$ cat src/rtl/nibble_serial_adder_pkg.sv
`default_nettype none
// ============================================================================
//  Module      : nibble_serial_adder_pkg
//  Description : Shared constants for the nibble-serial adder: FSM state
//                encoding and the width of one ripple slice.
//  Revision    : 1.0  initial release
// ============================================================================
package nibble_serial_adder_pkg;

    // Width of one ripple slice; operands are processed this many bits per cycle
    localparam int c_SLICE_W = 4;

    // FSM state enumeration (IDLE, RUN, DONE), kept as explicit-width constants
    localparam int            c_ST_W    = 2;
    localparam logic [1:0]    c_ST_IDLE = 2'd0;
    localparam logic [1:0]    c_ST_RUN  = 2'd1;
    localparam logic [1:0]    c_ST_DONE = 2'd2;

endpackage : nibble_serial_adder_pkg
`default_nettype wire

$ cat src/rtl/fulladder_4bit.sv
`default_nettype none
// ============================================================================
//  Module      : fulladder_4bit
//  Description : Four-bit ripple-carry adder slice built from single-bit full
//                adders. Purely combinational.
//  Revision    : 1.0  initial release
// ============================================================================
module fulladder_4bit
    import nibble_serial_adder_pkg::*;
(
    input  logic [c_SLICE_W-1:0] a,
    input  logic [c_SLICE_W-1:0] b,
    input  logic                 cin,
    output logic [c_SLICE_W-1:0] sum,
    output logic                 cout
);

    // Carry chain: w_c[0] is the slice carry-in, w_c[c_SLICE_W] the carry-out
    logic [c_SLICE_W:0] w_c;

    assign w_c[0] = cin;

    generate
        for (genvar gi = 0; gi < c_SLICE_W; gi++) begin : g_bit
            assign sum[gi]    = a[gi] ^ b[gi] ^ w_c[gi];
            assign w_c[gi+1]  = (a[gi] & b[gi]) | (w_c[gi] & (a[gi] ^ b[gi]));
        end
    endgenerate

    assign cout = w_c[c_SLICE_W];

endmodule : fulladder_4bit
`default_nettype wire

$ cat src/rtl/nibble_serial_adder.sv
`default_nettype none
// ============================================================================
//  Module      : nibble_serial_adder
//  Description : Adds two W-bit operands (W = 4*NIBBLES) one nibble per clock
//                through a single 4-bit ripple slice. Ready/valid handshakes
//                on both sides; the result is held until the consumer takes it.
//  Revision    : 1.0  initial release
// ============================================================================
module nibble_serial_adder
    import nibble_serial_adder_pkg::*;
#(
    parameter int NIBBLES = 4
) (
    input  logic                           clk,
    input  logic                           rst_n,
    input  logic [c_SLICE_W*NIBBLES-1:0]   a,
    input  logic [c_SLICE_W*NIBBLES-1:0]   b,
    input  logic                           cin,
    input  logic                           in_valid,
    output logic                           in_ready,
    output logic [c_SLICE_W*NIBBLES-1:0]   sum,
    output logic                           cout,
    output logic                           out_valid,
    input  logic                           out_ready
);

    localparam int c_W      = c_SLICE_W * NIBBLES;
    // Index needs at least one bit even for a single-nibble build
    localparam int c_IDX_W  = (NIBBLES > 1) ? $clog2(NIBBLES) : 1;
    localparam logic [c_IDX_W-1:0] c_IDX_LAST = c_IDX_W'(NIBBLES - 1);

    logic [c_ST_W-1:0]     r_state;
    logic [c_W-1:0]        r_a;
    logic [c_W-1:0]        r_b;
    logic                  r_carry;
    logic [c_IDX_W-1:0]    r_idx;
    logic [c_W-1:0]        r_sum;
    logic                  r_cout;

    logic                  w_accept;
    logic                  w_run;
    logic                  w_last;
    logic [c_IDX_W+1:0]    w_base;
    logic [c_SLICE_W-1:0]  w_nib_a;
    logic [c_SLICE_W-1:0]  w_nib_b;
    logic [c_SLICE_W-1:0]  w_slice_sum;
    logic                  w_slice_cout;

    // Handshake and datapath selection decoded from the current state/index
    assign w_accept = (r_state == c_ST_IDLE) && in_valid;
    assign w_run    = (r_state == c_ST_RUN);
    assign w_last   = (r_idx == c_IDX_LAST);
    // Bit offset of the current nibble: idx * 4
    assign w_base   = {r_idx, 2'b00};
    assign w_nib_a  = r_a[w_base +: c_SLICE_W];
    assign w_nib_b  = r_b[w_base +: c_SLICE_W];

    // The only adder in the block: one nibble per RUN cycle
    fulladder_4bit u_slice (
        .a    (w_nib_a),
        .b    (w_nib_b),
        .cin  (r_carry),
        .sum  (w_slice_sum),
        .cout (w_slice_cout)
    );

    // Control FSM: IDLE accepts, RUN walks the nibbles, DONE waits for the consumer
    always_ff @(posedge clk or negedge rst_n) begin
        if (!rst_n) begin
            r_state <= c_ST_IDLE;
        end else begin
            case (r_state)
                c_ST_IDLE: if (in_valid)  r_state <= c_ST_RUN;
                c_ST_RUN:  if (w_last)    r_state <= c_ST_DONE;
                c_ST_DONE: if (out_ready) r_state <= c_ST_IDLE;
                default:                  r_state <= c_ST_IDLE;
            endcase
        end
    end

    // Operand capture; operands are only sampled while the block is idle
    always_ff @(posedge clk or negedge rst_n) begin
        if (!rst_n) begin
            r_a <= '0;
            r_b <= '0;
        end else if (w_accept) begin
            r_a <= a;
            r_b <= b;
        end
    end

    // Inter-nibble carry: seeded with cin on accept, then fed back from the slice
    always_ff @(posedge clk or negedge rst_n) begin
        if (!rst_n) begin
            r_carry <= 1'b0;
        end else if (w_accept) begin
            r_carry <= cin;
        end else if (w_run) begin
            r_carry <= w_slice_cout;
        end
    end

    // Nibble index; returns to 0 after the last nibble so it never exceeds NIBBLES-1
    always_ff @(posedge clk or negedge rst_n) begin
        if (!rst_n) begin
            r_idx <= '0;
        end else if (w_accept) begin
            r_idx <= '0;
        end else if (w_run) begin
            if (w_last) begin
                r_idx <= '0;
            end else begin
                r_idx <= r_idx + 1'b1;
            end
        end
    end

    // Result assembly: one nibble of sum per RUN cycle, cout on the final nibble
    always_ff @(posedge clk or negedge rst_n) begin
        if (!rst_n) begin
            r_sum  <= '0;
            r_cout <= 1'b0;
        end else if (w_accept) begin
            r_sum  <= '0;
            r_cout <= 1'b0;
        end else if (w_run) begin
            r_sum[w_base +: c_SLICE_W] <= w_slice_sum;
            if (w_last) begin
                r_cout <= w_slice_cout;
            end
        end
    end

    assign in_ready  = (r_state == c_ST_IDLE);
    assign out_valid = (r_state == c_ST_DONE);
    assign sum       = r_sum;
    assign cout      = r_cout;

endmodule : nibble_serial_adder
`default_nettype wire

$ cat config.mk
export PLATFORM = sky130hd
export DESIGN_NAME = nibble_serial_adder
export DESIGN_NICKNAME = d
export VERILOG_FILES = /design/src/rtl/nibble_serial_adder_pkg.sv /design/src/rtl/fulladder_4bit.sv /design/src/rtl/nibble_serial_adder.sv
export SDC_FILE = /design/constraint.sdc
export NUM_CORES = 1
export LEC_CHECK = 0
export CAP_MARGIN = 20
export CORE_ASPECT_RATIO = 0.75
export CORE_MARGIN = 2
export CORE_UTILIZATION = 45
export DETAILED_ROUTE_END_ITERATION = 6
export PLACE_DENSITY = 0.76
export SLEW_MARGIN = 20
export SYNTH_ARGS = -nofsm -noshare
export SYNTH_HDL_FRONTEND = slang
export SYNTH_HIERARCHICAL = 1
export SYNTH_SLANG_ARGS = --single-unit
$ cat constraint.sdc
create_clock -name clk -period 3.1 [get_ports clk]
set_input_delay 0.465 -clock clk [delete_from_list [all_inputs] [get_ports clk]]
set_output_delay 0.465 -clock clk [all_outputs]
set_load 0.01 [all_outputs]
==> metrics.md <==
| Metric | Value |
|---|---|
| Status | `finished, final reports clean` |
| Crit-path leading delay family | `adder cells` |
| Die area | `0.006132 mm^2` |
| Synthesized cell area | `0.002482 mm^2` |
| Ranking of synthesized cells by area | `dfrtp_1 (54%), mux2_2 (12%), mux4_2 (7.3%)` |
| H-Tree Depth | `2` |
| DRT iter0 DRCs | `92` |
| Initial antenna violation count | `0` |
| Cells after DPL | `306` |
| Area share of the largest cell type after synthesis | `0.5444` |
| Top_reg_cell synth | `dfrtp_1` |
| DR WL/cell | `15.49 um` |
| Number of synthesized flops with an enable pin | `0` |
| Fin. max-slew vios | `0` |
| Share of the yosys chip area belonging to registers | `0.5444` |
| Nets | `285` |
| PwrDens | `1053 mW/mm^2` |
| Finished Layout Cells | `314` |
| Slew HR | `0.4170` |
| Critical-path top delay cell | `mux4_2` |
| Flops & latches, synth | `54` |
| Worst hold path class | `in -> async` |
| RSZ-0062 raised after global routing | `false` |
| Multi-input logic area | `0.001039 mm^2` |
| Clock root buffer | `clkbuf_8` |
| Final wirelength | `4865 um` |
| CTS sink cnt | `54` |
| Crit share post-route | `0.9222` |
| Worst path cell trace | `mux4_2 -> fa_1 -> inv_1 -> fa_1 -> inv_1 -> fa_1 -> inv_1 -> fa_1 -> inv_1 -> and2_1 -> a31oi_1 -> o21ai_0` |
| CTS resizes | `0` |
| Vias in the first global route | `1,568` |
| Worst path depth | `12` |
| Ports | `56` |
| Largest net degree at the start of global routing | `41` |
| VDD IR max | `440.5 uV` |
| Final instance area | `0.003221 mm^2` |
| Port buffer count | `55` |
| FMAX | `0.3498 GHz` |
| Initial core utilization | `0.4663` |
| Post-CTS Setup Inserts | `0` |
| Mean post-synth cell area | `14.02 um^2` |
| Synth warn | `6` |
| Crit-path max FO | `4` |
| Num CTS Buffers | `5` |
| Fin Setup TNS | `0 ns` |
| DP Area | `0.003134 mm^2` |
| Setup Viol. Count Final | `0` |
| CORE AREA | `0.005324 mm^2` |
| Detail Placement HPWL | `3681 um` |
| Fin crit period | `2.859 ns` |
| Yosys top cell by area | `dfrtp_1` |
| Worst path required time | `3.27 ns` |
| Synthesized instance count | `177` |
| First-pass GRT wire length | `7852 um` |
| GRT Total Usage | `0.1704` |
| Placer Congestion | `0.7605` |
| Area Overhead vs Synth | `29.74%` |
| Share of cells above drive strength 1 | `0.2092` |
| Global route overflow | `0` |
| Least-Margin Pin Slew | `0.8745 ns` |
| Core Rows | `23` |
| CTS clk-pin slew, worst paths | `0.09 ns` |
| DRC viols | `0` |
| CTS tree | `yes` |
| Maxcap violations | `0` |
| Fraction of registers with async set/reset | `1.000` |
| Hold Vio Cnt, Final | `0` |
| Crit path buf inv count | `4` |
| DR vias/cell | `5.089` |
| Unique masters post-synth | `26` |
| Leakage Power | `1.401 nW` |
| ANT nets after route | `0` |
| Worst Skew | `0.006620 ns` |
| Syn nets | `224` |
| Die Ht | `68.32 um` |
| Skew-Pair Late Insertion Delay | `0.31 ns` |
| Reg area | `0.001351 mm^2` |
| Diode count | `0` |
| Worst EP arrival | `3.03 ns` |
| Die W | `89.76 um` |
| Worst Path Class, Setup | `reg -> reg` |
| First-pass DRT Iterations | `4` |
| CP Launch Type | `flop` |
| R2R cell count | `12` |
| CTS Hold Buffers Added | `0` |
| DR vias | `1,598` |
| Slowest stage delay, CP | `0.54 ns` |
| Clock buffer depth | `2` |
| Filler cells | `440` |
| Crit end category | `flop` |
[placed cells by master, fill, tap and decap left out, types with 6 or more instances in the layout]
master and n:
mux2_2 26, ha_1 6, a22o_1 17, mux2_1 6
dfrtp_1 54, clkdlybuf4s50_1 54, mux4_2 8, buf_4 7
nand2_1 10, inv_1 14
[synth_stat cells (2+ instances only)]
| cell | count |
|---|---|
| dfrtp_1 | 54 |
| mux2_2 | 26 |
| a22o_1 | 17 |
| inv_1 | 14 |
| nand2_1 | 10 |
| mux4_2 | 8 |
| ha_1 | 6 |
| mux2_1 | 6 |
| buf_2 | 5 |
| a21o_1 | 4 |
| fa_1 | 4 |
| nand2b_1 | 4 |
| o21ai_0 | 3 |
| and2_1 | 2 |
| clkbuf_1 | 2 |
| nor4_1 | 2 |
[per-layer routing]
| metal | vias up | GRT usage | routed length (um) |
|---|---|---|---|
| li1 | 755 | - | - |
| met1 | 792 | 0.2268 | 2310 |
| met2 | 43 | 0.2746 | 2247 |
| met3 | 8 | 0.04295 | 240 |
| met4 | 0 | 0.06923 | 67 |
| met5 | - | 0 | 0 |
[report_power, final]
group	total [W]	switching [W]	internal, W
logic	0.00176	0.000856	0.000905
registers	0.00125	0.000221	0.00102
clock network	0.000385	0.000226	0.000160
total	0.00339	0.00130	0.00209
[sequential cells by signal (all words and copies together) (netlist names)]
signal and count:
cout 1, r_a 16, r_b 16, r_carry 1, sum 16, r_state 2, r_idx 2
[metrics by stage]
step / setup slack, ns / hold WS, ns / total power (W) / utilization
2_1_floorplan: 0.1026 / 0.1694 / 0.002416 / -
3_3_place_gp: 0.3339 / 0.4648 / 0.002962 / 0.5887
3_5_place_dp: 0.2564 / 0.4742 / 0.003019 / 0.5887
4_1_cts: 0.2480 / 0.2932 / 0.003406 / 0.6049
5_1_grt: 0.1119 / 0.3451 / 0.003617 / 0.6049
6_report: 0.2410 / 0.2698 / 0.003392 / 0.6049
[area by class of cell]
type                       count  area share
clock buffer                   6     0.02253
tap                           75     0.02914
multi-input combinational    101      0.3225
sequential                    54      0.4196
clock inverter                 2    0.004274
inverter                      14     0.01632
timing repair buffer          62      0.1857
[path summary, 6_finish.rpt]
| check | startpoint | end | slack (ns) |
|---|---|---|---|
| max | r_idx[0]$_DFFE_PN0P_ | r_carry$_DFFE_PN0P_ | 0.24 |
| min | rst_n | sum[1]$_DFFE_PN0P_ | 0.27 |
| max reg2reg | r_idx[0]$_DFFE_PN0P_ | r_carry$_DFFE_PN0P_ | 0.24 |
| min reg2reg | r_b[3]$_DFFE_PN0P_ | r_b[3]$_DFFE_PN0P_ | 0.49 |
| max in group asynchronous | rst_n | r_b[3]$_DFFE_PN0P_ | 2.18 |
| min in group clk | r_b[3]$_DFFE_PN0P_ | r_b[3]$_DFFE_PN0P_ | 0.49 |
[worst register-to-register path, stage by stage (launching register included)]
cell and delay, ns:
dfrtp_1 0.43, mux4_2 0.54, fa_1 0.42, inv_1 0.07, fa_1 0.17, inv_1 0.05, fa_1 0.35, inv_1 0.08
fa_1 0.18, inv_1 0.06, and2_1 0.15, a31oi_1 0.12, o21ai_0 0.09
[logic make-up after synthesis]
group,share of synthesized area
mux,0.2177
compound gates,0.09173
buf+inv,0.03730
flops,0.5444
simple gates,0.04637
fa+ha+maj,0.06250
No activity file was read; power rests on OpenSTA's default activity.
